[src/rtl/pcie_mwr_tlp_builder.sv]
`default_nettype none
// ============================================================================
// Module   : pcie_mwr_tlp_builder
// Brief    : Packs {address, length} write commands plus a 256-bit payload
//            stream into 4DW Memory Write TLPs on a 256-bit Avalon-ST source.
// Revision : 1.0 - initial release
// ============================================================================
module pcie_mwr_tlp_builder #(
    parameter int MAX_PAYLOAD_DW = 64,
    parameter int TAG_W          = 8
) (
    input  logic         clock,
    input  logic         reset,
    input  logic [15:0]  req_id,
    input  logic         cmd_valid,
    output logic         cmd_ready,
    input  logic [63:0]  cmd_addr,
    input  logic [9:0]   cmd_len_dw,
    input  logic         data_valid,
    output logic         data_ready,
    input  logic [255:0] data,
    output logic         tx_st_valid,
    input  logic         tx_st_ready,
    output logic [255:0] tx_st_data,
    output logic         tx_st_sop,
    output logic         tx_st_eop,
    output logic [1:0]   tx_st_empty,
    output logic         busy,
    output logic         err_cmd,
    output logic [31:0]  tlp_count
);

    typedef enum logic [1:0] {
        ST_IDLE = 2'd0,
        ST_HDR  = 2'd1,
        ST_BODY = 2'd2,
        ST_LAST = 2'd3
    } state_t;

    localparam logic [10:0]      c_max_len = 11'(MAX_PAYLOAD_DW);
    localparam logic [TAG_W-1:0] c_tag_one = TAG_W'(1);

    state_t             state_q,     state_d;
    logic [61:0]        addr_q,      addr_d;
    logic [9:0]         len_q,       len_d;
    logic [15:0]        rid_q,       rid_d;
    logic [6:0]         left_q,      left_d;
    logic [127:0]       carry_q,     carry_d;
    logic [TAG_W-1:0]   tag_q,       tag_d;
    logic               last_sent_q, last_sent_d;
    logic [31:0]        count_q,     count_d;
    logic               err_q,       err_d;
    logic               cmd_rdy_q,   cmd_rdy_d;
    logic               tx_valid_q,  tx_valid_d;
    logic [255:0]       tx_data_q,   tx_data_d;
    logic               tx_sop_q,    tx_sop_d;
    logic               tx_eop_q,    tx_eop_d;
    logic [1:0]         tx_empty_q,  tx_empty_d;

    logic               w_load;
    logic               w_cmd_fire;
    logic               w_cmd_bad;
    logic               w_data_rdy;
    logic               w_data_fire;
    logic               w_eop_fire;
    logic [127:0]       w_hdr;
    logic               w_emit;
    logic [255:0]       w_beat_data;
    logic               w_beat_sop;
    logic               w_beat_eop;
    logic [1:0]         w_beat_empty;

    always_comb begin
        w_load      = !tx_valid_q || tx_st_ready;
        // cmd_ready_q is only ever high while the FSM sits in IDLE
        w_cmd_fire  = cmd_valid && cmd_rdy_q;
        w_cmd_bad   = (cmd_len_dw == 10'd0) || (cmd_len_dw[2:0] != 3'd0) ||
                      ({1'b0, cmd_len_dw} > c_max_len) || (cmd_addr[4:0] != 5'd0);
        w_data_rdy  = ((state_q == ST_HDR) || (state_q == ST_BODY)) && w_load;
        w_data_fire = w_data_rdy && data_valid;
        w_eop_fire  = tx_valid_q && tx_st_ready && tx_eop_q;
        w_hdr       = {{addr_q[29:0], 2'b00},
                       addr_q[61:30],
                       {rid_q, 8'(tag_q), 4'hF, 4'hF},
                       {3'b011, 5'd0, 14'd0, len_q}};

        state_d      = state_q;
        addr_d       = addr_q;
        len_d        = len_q;
        rid_d        = rid_q;
        left_d       = left_q;
        carry_d      = carry_q;
        tag_d        = tag_q;
        last_sent_d  = last_sent_q;
        count_d      = count_q;
        err_d        = err_q;
        w_emit       = 1'b0;
        w_beat_data  = '0;
        w_beat_sop   = 1'b0;
        w_beat_eop   = 1'b0;
        w_beat_empty = 2'b00;

        case (state_q)
            ST_IDLE: begin
                if (w_cmd_fire) begin
                    if (w_cmd_bad) begin
                        err_d = 1'b1;
                    end else begin
                        addr_d  = cmd_addr[63:2];
                        len_d   = cmd_len_dw;
                        rid_d   = req_id;
                        left_d  = cmd_len_dw[9:3];
                        state_d = ST_HDR;
                    end
                end
            end
            ST_HDR: begin
                if (w_data_fire) begin
                    w_emit      = 1'b1;
                    w_beat_data = {data[127:0], w_hdr};
                    w_beat_sop  = 1'b1;
                    carry_d     = data[255:128];
                    left_d      = left_q - 7'd1;
                    state_d     = (left_q == 7'd1) ? ST_LAST : ST_BODY;
                end
            end
            ST_BODY: begin
                if (w_data_fire) begin
                    w_emit      = 1'b1;
                    w_beat_data = {data[127:0], carry_q};
                    carry_d     = data[255:128];
                    left_d      = left_q - 7'd1;
                    if (left_q == 7'd1) begin
                        state_d = ST_LAST;
                    end
                end
            end
            default: begin
                // The tail beat holds the final 4 payload DWs; the FSM then
                // waits in LAST until the sink has taken it.
                if (!last_sent_q) begin
                    if (w_load) begin
                        w_emit       = 1'b1;
                        w_beat_data  = {128'h0, carry_q};
                        w_beat_eop   = 1'b1;
                        w_beat_empty = 2'b10;
                        last_sent_d  = 1'b1;
                    end
                end else if (w_eop_fire) begin
                    count_d     = count_q + 32'd1;
                    tag_d       = tag_q + c_tag_one;
                    last_sent_d = 1'b0;
                    state_d     = ST_IDLE;
                end
            end
        endcase

        tx_valid_d = tx_valid_q;
        tx_data_d  = tx_data_q;
        tx_sop_d   = tx_sop_q;
        tx_eop_d   = tx_eop_q;
        tx_empty_d = tx_empty_q;
        if (w_load) begin
            tx_valid_d = w_emit;
            if (w_emit) begin
                tx_data_d  = w_beat_data;
                tx_sop_d   = w_beat_sop;
                tx_eop_d   = w_beat_eop;
                tx_empty_d = w_beat_empty;
            end
        end

        cmd_rdy_d = (state_d == ST_IDLE);
    end

    always_ff @(posedge clock) begin
        if (reset) begin
            state_q     <= ST_IDLE;
            addr_q      <= '0;
            len_q       <= '0;
            rid_q       <= '0;
            left_q      <= '0;
            carry_q     <= '0;
            tag_q       <= '0;
            last_sent_q <= 1'b0;
            count_q     <= '0;
            err_q       <= 1'b0;
            cmd_rdy_q   <= 1'b0;
            tx_valid_q  <= 1'b0;
            tx_data_q   <= '0;
            tx_sop_q    <= 1'b0;
            tx_eop_q    <= 1'b0;
            tx_empty_q  <= 2'b00;
        end else begin
            state_q     <= state_d;
            addr_q      <= addr_d;
            len_q       <= len_d;
            rid_q       <= rid_d;
            left_q      <= left_d;
            carry_q     <= carry_d;
            tag_q       <= tag_d;
            last_sent_q <= last_sent_d;
            count_q     <= count_d;
            err_q       <= err_d;
            cmd_rdy_q   <= cmd_rdy_d;
            tx_valid_q  <= tx_valid_d;
            tx_data_q   <= tx_data_d;
            tx_sop_q    <= tx_sop_d;
            tx_eop_q    <= tx_eop_d;
            tx_empty_q  <= tx_empty_d;
        end
    end

    assign cmd_ready   = cmd_rdy_q;
    assign data_ready  = w_data_rdy;
    assign tx_st_valid = tx_valid_q;
    assign tx_st_data  = tx_data_q;
    assign tx_st_sop   = tx_sop_q;
    assign tx_st_eop   = tx_eop_q;
    assign tx_st_empty = tx_empty_q;
    assign busy        = (state_q != ST_IDLE);
    assign err_cmd     = err_q;
    assign tlp_count   = count_q;

endmodule
`default_nettype wire

[config.mk]
export PLATFORM = sky130hd
export DESIGN_NAME = pcie_mwr_tlp_builder
export DESIGN_NICKNAME = d
export VERILOG_FILES = /design/src/rtl/pcie_mwr_tlp_builder.sv
export SDC_FILE = /design/constraint.sdc
export NUM_CORES = 1
export LEC_CHECK = 0
export CAP_MARGIN = 20
export CELL_PAD_IN_SITES_DETAIL_PLACEMENT = 0
export CELL_PAD_IN_SITES_GLOBAL_PLACEMENT = 2
export CORE_ASPECT_RATIO = 1.75
export CORE_UTILIZATION = 26
export DETAILED_ROUTE_END_ITERATION = 6
export GPL_TIMING_DRIVEN = 0
export PLACE_DENSITY = 0.8
export SKIP_LAST_GASP = 1
export SYNTH_ARGS = -nofsm -noshare
export SYNTH_HDL_FRONTEND = slang
export SYNTH_SLANG_ARGS = --single-unit
[constraint.sdc]
create_clock -name clock -period 2.75 [get_ports clock]
set_input_delay 0.6875 -clock clock [delete_from_list [all_inputs] [get_ports clock]]
set_output_delay 0.6875 -clock clock [all_outputs]
set_load 0.005 [all_outputs]
==> results.toml <==
[final_layout]
utilization_pct = 39.5
area_delta_synth_final_pct = 50.4
drive_gt1_share_pct = 7.66
nets = 3282
nFillCells = 7426

[yosys]
netlist.area_leader.share_pct = 55.0
synth_edf_count = 0
ys_seq_area_share_pct = 55.0
ys_types = 52
synth.most_common_cell = "dfxtp_1"
synth_area_um2 = 19200
synth-seq-cells = 527
netlist_top_cells_count = "dfxtp_1, nand2_1, nor2_1"
synth-main-ff-cell = "dfxtp_1"
synth_top_area_cell = "dfxtp_1"
async_flop_share_pct = 0
synth.net_count = 2573
synth_area_per_cell_um2 = 8.67
synthTopCellsByArea = "dfxtp_1, nand2_1, a21oi_1"
yosysWarnings = 0
postSynthCellCount = 2213

[placement]
port-buffer-count = 645
hpwl_um = 71800
globalplace.congestion = 0.855

[floorplanning]
ios = 648
rows = 131
die_h_um = 361
start_util_pct = 26.3
die_x_um = 207
die-area_um2 = 74900
core_um2 = 72900

[worst_setup_path]
startpoint_type = "primary input"
r2r-start = "state_q[0]"
cp-startpoint = "cmd_len_dw[7]"
critPathCaptureType = "flop"
reg2reg_depth = 9
r2r_end = "tx_st_data[213]"
crit_required_ns = 3.19
crit_type = "in2reg"
worst-path-max-fanout = 10
r2r_slack_ns = 0.09
critPathArrivalTime_ns = 3.13

[run_status]
status = "finished, violations left"
violations = "design-rule violations"

[hold_path]
hold-path-cell-count = 2
hold_path.class = "reg2reg"
min_to = "tx_st_data[11]"
min_from = "tx_st_data[11]"

[power]
totalPowerFinal_mw = 15.9
power_leakage_nw = 9.85
ir_worst_vdd_v = 0.000484
powerDensity_nw_per_um2 = 552

[detailed_routing]
vias = 19500
viasPerCell = 4.99
drt_pass1_iterations = 7
drc_errors = 13
wl_um = 91800
detail-route-antenna-nets = 0
wire_per_inst_um = 23.5
drtIter0Drc = 1307

[sta]
relSlewSlack_pct = 27.5
slew_viol_final = 0
tightest_slew_ns = 1.09
post-route-period-util_pct = 97.8
setup_viol = 0
tns_ns = 0
fmax_mhz = 372
grt_setup_unrepaired = "yes"
period_minus_slack_ns = 2.69
fin_worst_skew_ns = 0.0249
hold_viol_final = 0

[clock_network]
cts_root_buf = "clkbuf_16"
cts.htree.levels = 2
numClockSinks = 527
cts_tree = "built"
clk_pin_slew_ns = 0.07
ctsHoldBuffers = 0
cts_buffer_depth = 3
cts_buffers = 52
clkLatencyLatePin_ns = 0.62

[job]
drv_cap = 0

[global_routing]
first_global_vias = 19800
antenna_found_initial = 15
grt_start_max_net_pins = 15
grt.overflow.total = 0
grt_first_pass_wirelength_um = 132000
grt_usage_pct = 23.8
timing repair:
action,4_1_cts,5_1_grt
gates cloned,0,0
setup buffers,4,3
setup endpoints to repair,371,302
gates resized for setup,59,69
pin swaps,1,2
registers in the layout, indices dropped and copies added, names as in the netlist:
register     cells
tx_st_data     256
carry_q        128
addr_q          62
tlp_count       32
rid_q           16
len_q           10
tag_q            8
left_q           7
state_q          2
cmd_ready        1
err_cmd          1
last_sent_q      1
tx_st_empty      1
tx_st_sop        1
tx_st_valid      1
per-layer routing:
layer / GRT usage (%) / up-vias / share of wire, %
li1: - / 9133 / -
met1: 25.0 / 9385 / 37
met2: 44.2 / 784 / 52
met3: 5.89 / 148 / 6.9
met4: 11.0 / 12 / 4.3
met5: 0 / - / 0.087
final cells by class:
| cell class | instances | area, um2 | area share [%] |
|---|---|---|---|
| Sequential cell | 527 | 10600 | 36.6 |
| Multi-Input combinational cell | 1481 | 7790 | 27.0 |
| Timing Repair Buffer | 656 | 6560 | 22.7 |
| Clock buffer | 73 | 1510 | 5.24 |
| Tap cell | 931 | 1160 | 4.04 |
| Buffer | 189 | 931 | 3.23 |
| Clock inverter | 24 | 254 | 0.881 |
| Inverter | 15 | 60.1 | 0.208 |
| Antenna cell | 7 | 17.5 | 0.0607 |
logic make-up (layout without fill, tap and decap cells):
group	after synthesis	after routing	share of synthesized area, %
buffers and inverters	205	957	4.59
AND/OR/NAND/NOR	911	911	20.1
multiplexers	3	3	0.163
AO/OA/AOI/OAI	528	528	18.3
other	1	8	0.0195
flip-flops	527	527	55.0
adder cells (fa/ha/maj)	9	9	0.587
XOR/XNOR	29	29	1.32
worst max-delay path by stage:
stage / end / slack, ns / cells after the start
2_1_floorplan: addr_q[24] / 0.26 / 8
3_3_place_gp: tx_st_data[126] / -1.64 / 7
3_5_place_dp: tx_st_data[65] / -1.19 / 8
4_1_cts: tx_st_data[39] / 0.004 / 9
5_1_grt: tx_st_data[180] / -0.09 / 9
6_report: rid_q[1] / 0.06 / 8
placed cells by master (no fill, tap or decap), drive strengths merged, types with 7 or more instances in the layout:
cell	instances
xnor2	17
clkinv	17
inv	14
o21ai	16
and3	16
buf	51
nor3	58
dfxtp	527
nor4	12
a21oi	257
clkbuf	223
nand2	457
clkdlybuf4s50	643
nand3	38
a222oi	49
xor2	12
a221oi	52
nand4	11
a22oi	128
nor2	277
diode	7
or3	12
ha	9
worst max-delay path, stage by stage:
cell	delay, ns
clkdlybuf4s50_1	0.48
or4_1	0.55
buf_2	0.19
or4_1	0.49
buf_2	0.26
clkbuf_1	0.28
nand2_1	0.12
a21oi_1	0.06
power by group:
| group | total (mW) | internal [mW] | switching, mW |
|---|---|---|---|
| sequential | 7.63 | 7.63 | 0.00129 |
| clock | 7.51 | 4.23 | 3.28 |
| combinational | 0.778 | 0.468 | 0.310 |
stage by stage:
step	hold slack (ns)	worst slack [ns]	cells	cell area (um2)
5_1_grt	0.464	-0.0906	3903	28800
6_report	0.453	0.0610	3903	28800
4_1_cts	0.454	0.00363	3893	28700
2_1_floorplan	0.431	0.259	2213	19200
3_5_place_dp	0.444	-1.19	3793	26900
3_3_place_gp	0.438	-1.64	3789	26800
No activity file was read; power rests on OpenSTA's default activity.
==> variant (config.mk and constraints unchanged) <==
Put one more register stage on the output `tlp_count`, with the module's reset. The value now appears one clock later. The other outputs are not delayed to match.
--- a/src/rtl/pcie_mwr_tlp_builder.sv
+++ b/src/rtl/pcie_mwr_tlp_builder.sv
@@ -222,3 +222,9 @@
     assign err_cmd     = err_q;
-    assign tlp_count   = count_q;
+    always_ff @(posedge clock) begin
+        if (reset) begin
+            tlp_count <= '0;
+        end else begin
+            tlp_count <= count_q;
+        end
+    end
 
Function: same outputs for any inputs over 4 cycles, from zero or initial values and one cycle with reset high; that may be too few to reach the edited logic, so the function may still have changed.
==> variant against the unedited design <==
Power up 11%. Register-to-register slack better by 0.09 ns. Design area rose by 3.7%. Critical path depth is 3 lower. Synthesized cell count grew 3.3%. Setup slack improved by 0.050 ns. Wire length up 5.3%. First-iteration DRC count fell by 7.0%. Sequential cell count increased by 32. Maximum frequency up 1.9%. Synthesized area grew 3.8%. Combinational power grew 53%. Critical path type unchanged. Critical endpoint is now state_q[0]. Largest cell class unchanged. Highest routed layer unchanged.
==> variant: results (changes against the unedited design) <==
Sorting the synthesized cells by how often they occur yields sky130_fd_sc_hd__dfxtp_1, sky130_fd_sc_hd__nand2_1, sky130_fd_sc_hd__nor2_1. The largest stage delay on the critical path was 0.72 ns (+0.17 ns). The worst path arrival time was 3.10 ns (-0.03 ns). The worst min-delay path category is reg2reg.

The leakage component of the power is 0.0104 uW (+5.9%). The run gives 76900 um (+7.2%) as the HPWL after detailed placement. Hold buffer count at cts: 0 (unchanged). The number of port buffers is 646 (+0.16%), and the DRC violation count after routing is 0 (-13). The number of design-rule violations left by the first detailed-router iteration was 1215 (-7.0%); the slew at the pin closest to its max-slew limit was 0.990 ns (-0.0981 ns).

The number of detailed-route iterations in the first pass is 6 (-1). The switching portion of total power was 22.4% (-0.13 points). The tools report the number of cells in the finished layout apart from fillers as 4057 (+3.9%). The final weighted congestion in routability-driven placement came out at 0.890 (+4.2%).

Hold violation total from the final report: 0 (unchanged). The logs give 24.2% (+0.42 points) for the total global routing track utilization and 56 (+7.7%) for the distinct cell type count of the synthesized netlist. The tools report the maximum number of pins on one net before global-route repair as 15 (unchanged). The tree is rooted in a sky130_fd_sc_hd__clkbuf_16.

The logs give 54 (+3.8%) for the number of buffers created by CTS and 137000 um (+3.7%) for the first-pass GRT wire length. The tools report the worst IR drop on VDD as 0.491 mV (+1.4%). The number of H-tree levels is 2 (unchanged), and the sequential fraction of the synthesis area is 56.2% (+1.2 points).

The run finished with clean final reports. For the clock skew, the log shows 0.0266 ns (+0.00164 ns). The logs give 2645 (+2.8%) for the number of nets produced by synthesis and 0 (unchanged) for the warning count from the yosys run. For the buffer levels on the longest clock path, the log shows 3 (unchanged). Sorting the synthesized cells by area gives the leading types as sky130_fd_sc_hd__dfxtp_1, sky130_fd_sc_hd__nand2_1, sky130_fd_sc_hd__a21oi_1, sky130_fd_sc_hd__nor2_1, sky130_fd_sc_hd__a22oi_1.

The slowest cell on the critical path was sky130_fd_sc_hd__clkbuf_1. Flip-flop count of the largest register after layout: 256 (unchanged). The tools report the via count as 19700 (+1.5%). The run gives 2285 (+3.3%) as the post-synthesis instance total. The number of nets in the layout was 3355 (+2.2%).

For the number of placed instances with taps included, the log shows 3950 (+4.1%). The share of flip-flops with an asynchronous set or reset after synthesis was 0% (unchanged). The largest fanout on the critical path is 10 (unchanged), and the initial antenna violation count is 18 (+3). Post-CTS clock slew at the launch and capture registers of the worst setup and hold paths: 0.07 ns (about the same). The share of final-layout standard cells stronger than drive strength 1 works out to 6.45% (-1.2 points).

Kind of cell adding the most delay to the critical path: buffers and inverters. The insertion delay of the later-clocked pin in the worst-skew pair was 0.62 ns (about the same); the wire length after detailed routing was 96700 um (+5.3%).
[variant: kinds of logic (layout without fill, tap and decap cells)]
logic type | after synthesis | after routing | synth area share [%]
and+or+nand+nor | 911 | 911 | 19.1
DFF | 559 | 559 | 56.2
xor gates and xnor gates | 28 | 28 | 1.23
buffers and inverters | 206 | 959 | 4.08
adders and majority gates | 9 | 9 | 0.565
AOI/OAI and AO/OA | 564 | 564 | 18.5
muxes | 7 | 7 | 0.383
other | 1 | 8 | 0.0188
[variant: per-stage QoR]
step                      total power (uW)  instance area [um^2]  setup slack (ns)  util, %  setup TNS (ns)
final                                17600                 29900             0.111     39.7               0
after global routing                 18200                 29900          -0.00677     39.7         -0.0105
after CTS                            17800                 29900           -0.0572     39.6           -1.32
after detailed placement              9560                 27800             -1.30     36.8         -402.11
after global placement                9540                 27600             -1.49     36.7         -500.69
after floorplan                       8670                 19900             0.269        -               0
[variant: layout make-up]
cell class	instances	area, um^2
Tap cell	1012	1270
Clock inverter	22	372
Timing Repair Buffer	656	6610
Clock buffer	77	1570
Fill cell	7619	45500
Inverter	13	48.8
Sequential cell	559	11200
Multi-Input combinational cell	1520	7950
Antenna cell	7	17.5
Buffer	191	887
[variant: per-layer routing]
layer	vias to the layer above	global-route usage (%)	share of wire, %
met5	-	0	0.15
met4	20	12.7	5.3
met3	176	7.80	8.7
met2	826	45.1	52
met1	9394	23.4	34
li1	9329	-	-
[variant: path summary, 6_finish.rpt]
check	start	endpoint	slack (ns)	cells past startpoint
max	reset	state_q[0]	0.11	5
min	rid_q[12]	rid_q[12]	0.45	2
max reg2reg	state_q[1]	tx_st_data[175]	0.18	9
min reg2reg	rid_q[12]	rid_q[12]	0.45	2
[variant: power by group through the flow]
stage | clock network [uW] | registers, uW | logic (uW)
floorplan | 0 | 8360 | 309
global placement | 0 | 8370 | 1160
detailed placement | 0 | 8380 | 1180
CTS | 8420 | 8190 | 1200
global route | 8710 | 8190 | 1260
finish | 8240 | 8190 | 1190
[variant: what timing repair did]
item	in CTS	in global routing
gates resized for setup	65	45
endpoints found under the setup margin	448	286
buffers inserted	2	1
cloned	0	0
pin swaps	1	1
[variant: worst register-to-register path: stages, from the launching register on]
cell	delay (ns)
sky130_fd_sc_hd__dfxtp_2	0.37
sky130_fd_sc_hd__inv_2	0.07
sky130_fd_sc_hd__ha_4	0.26
sky130_fd_sc_hd__and3b_1	0.21
sky130_fd_sc_hd__o21ai_2	0.26
sky130_fd_sc_hd__buf_6	0.19
sky130_fd_sc_hd__clkbuf_2	0.40
sky130_fd_sc_hd__buf_1	0.47
sky130_fd_sc_hd__a22oi_1	0.13
sky130_fd_sc_hd__nor2_1	0.12
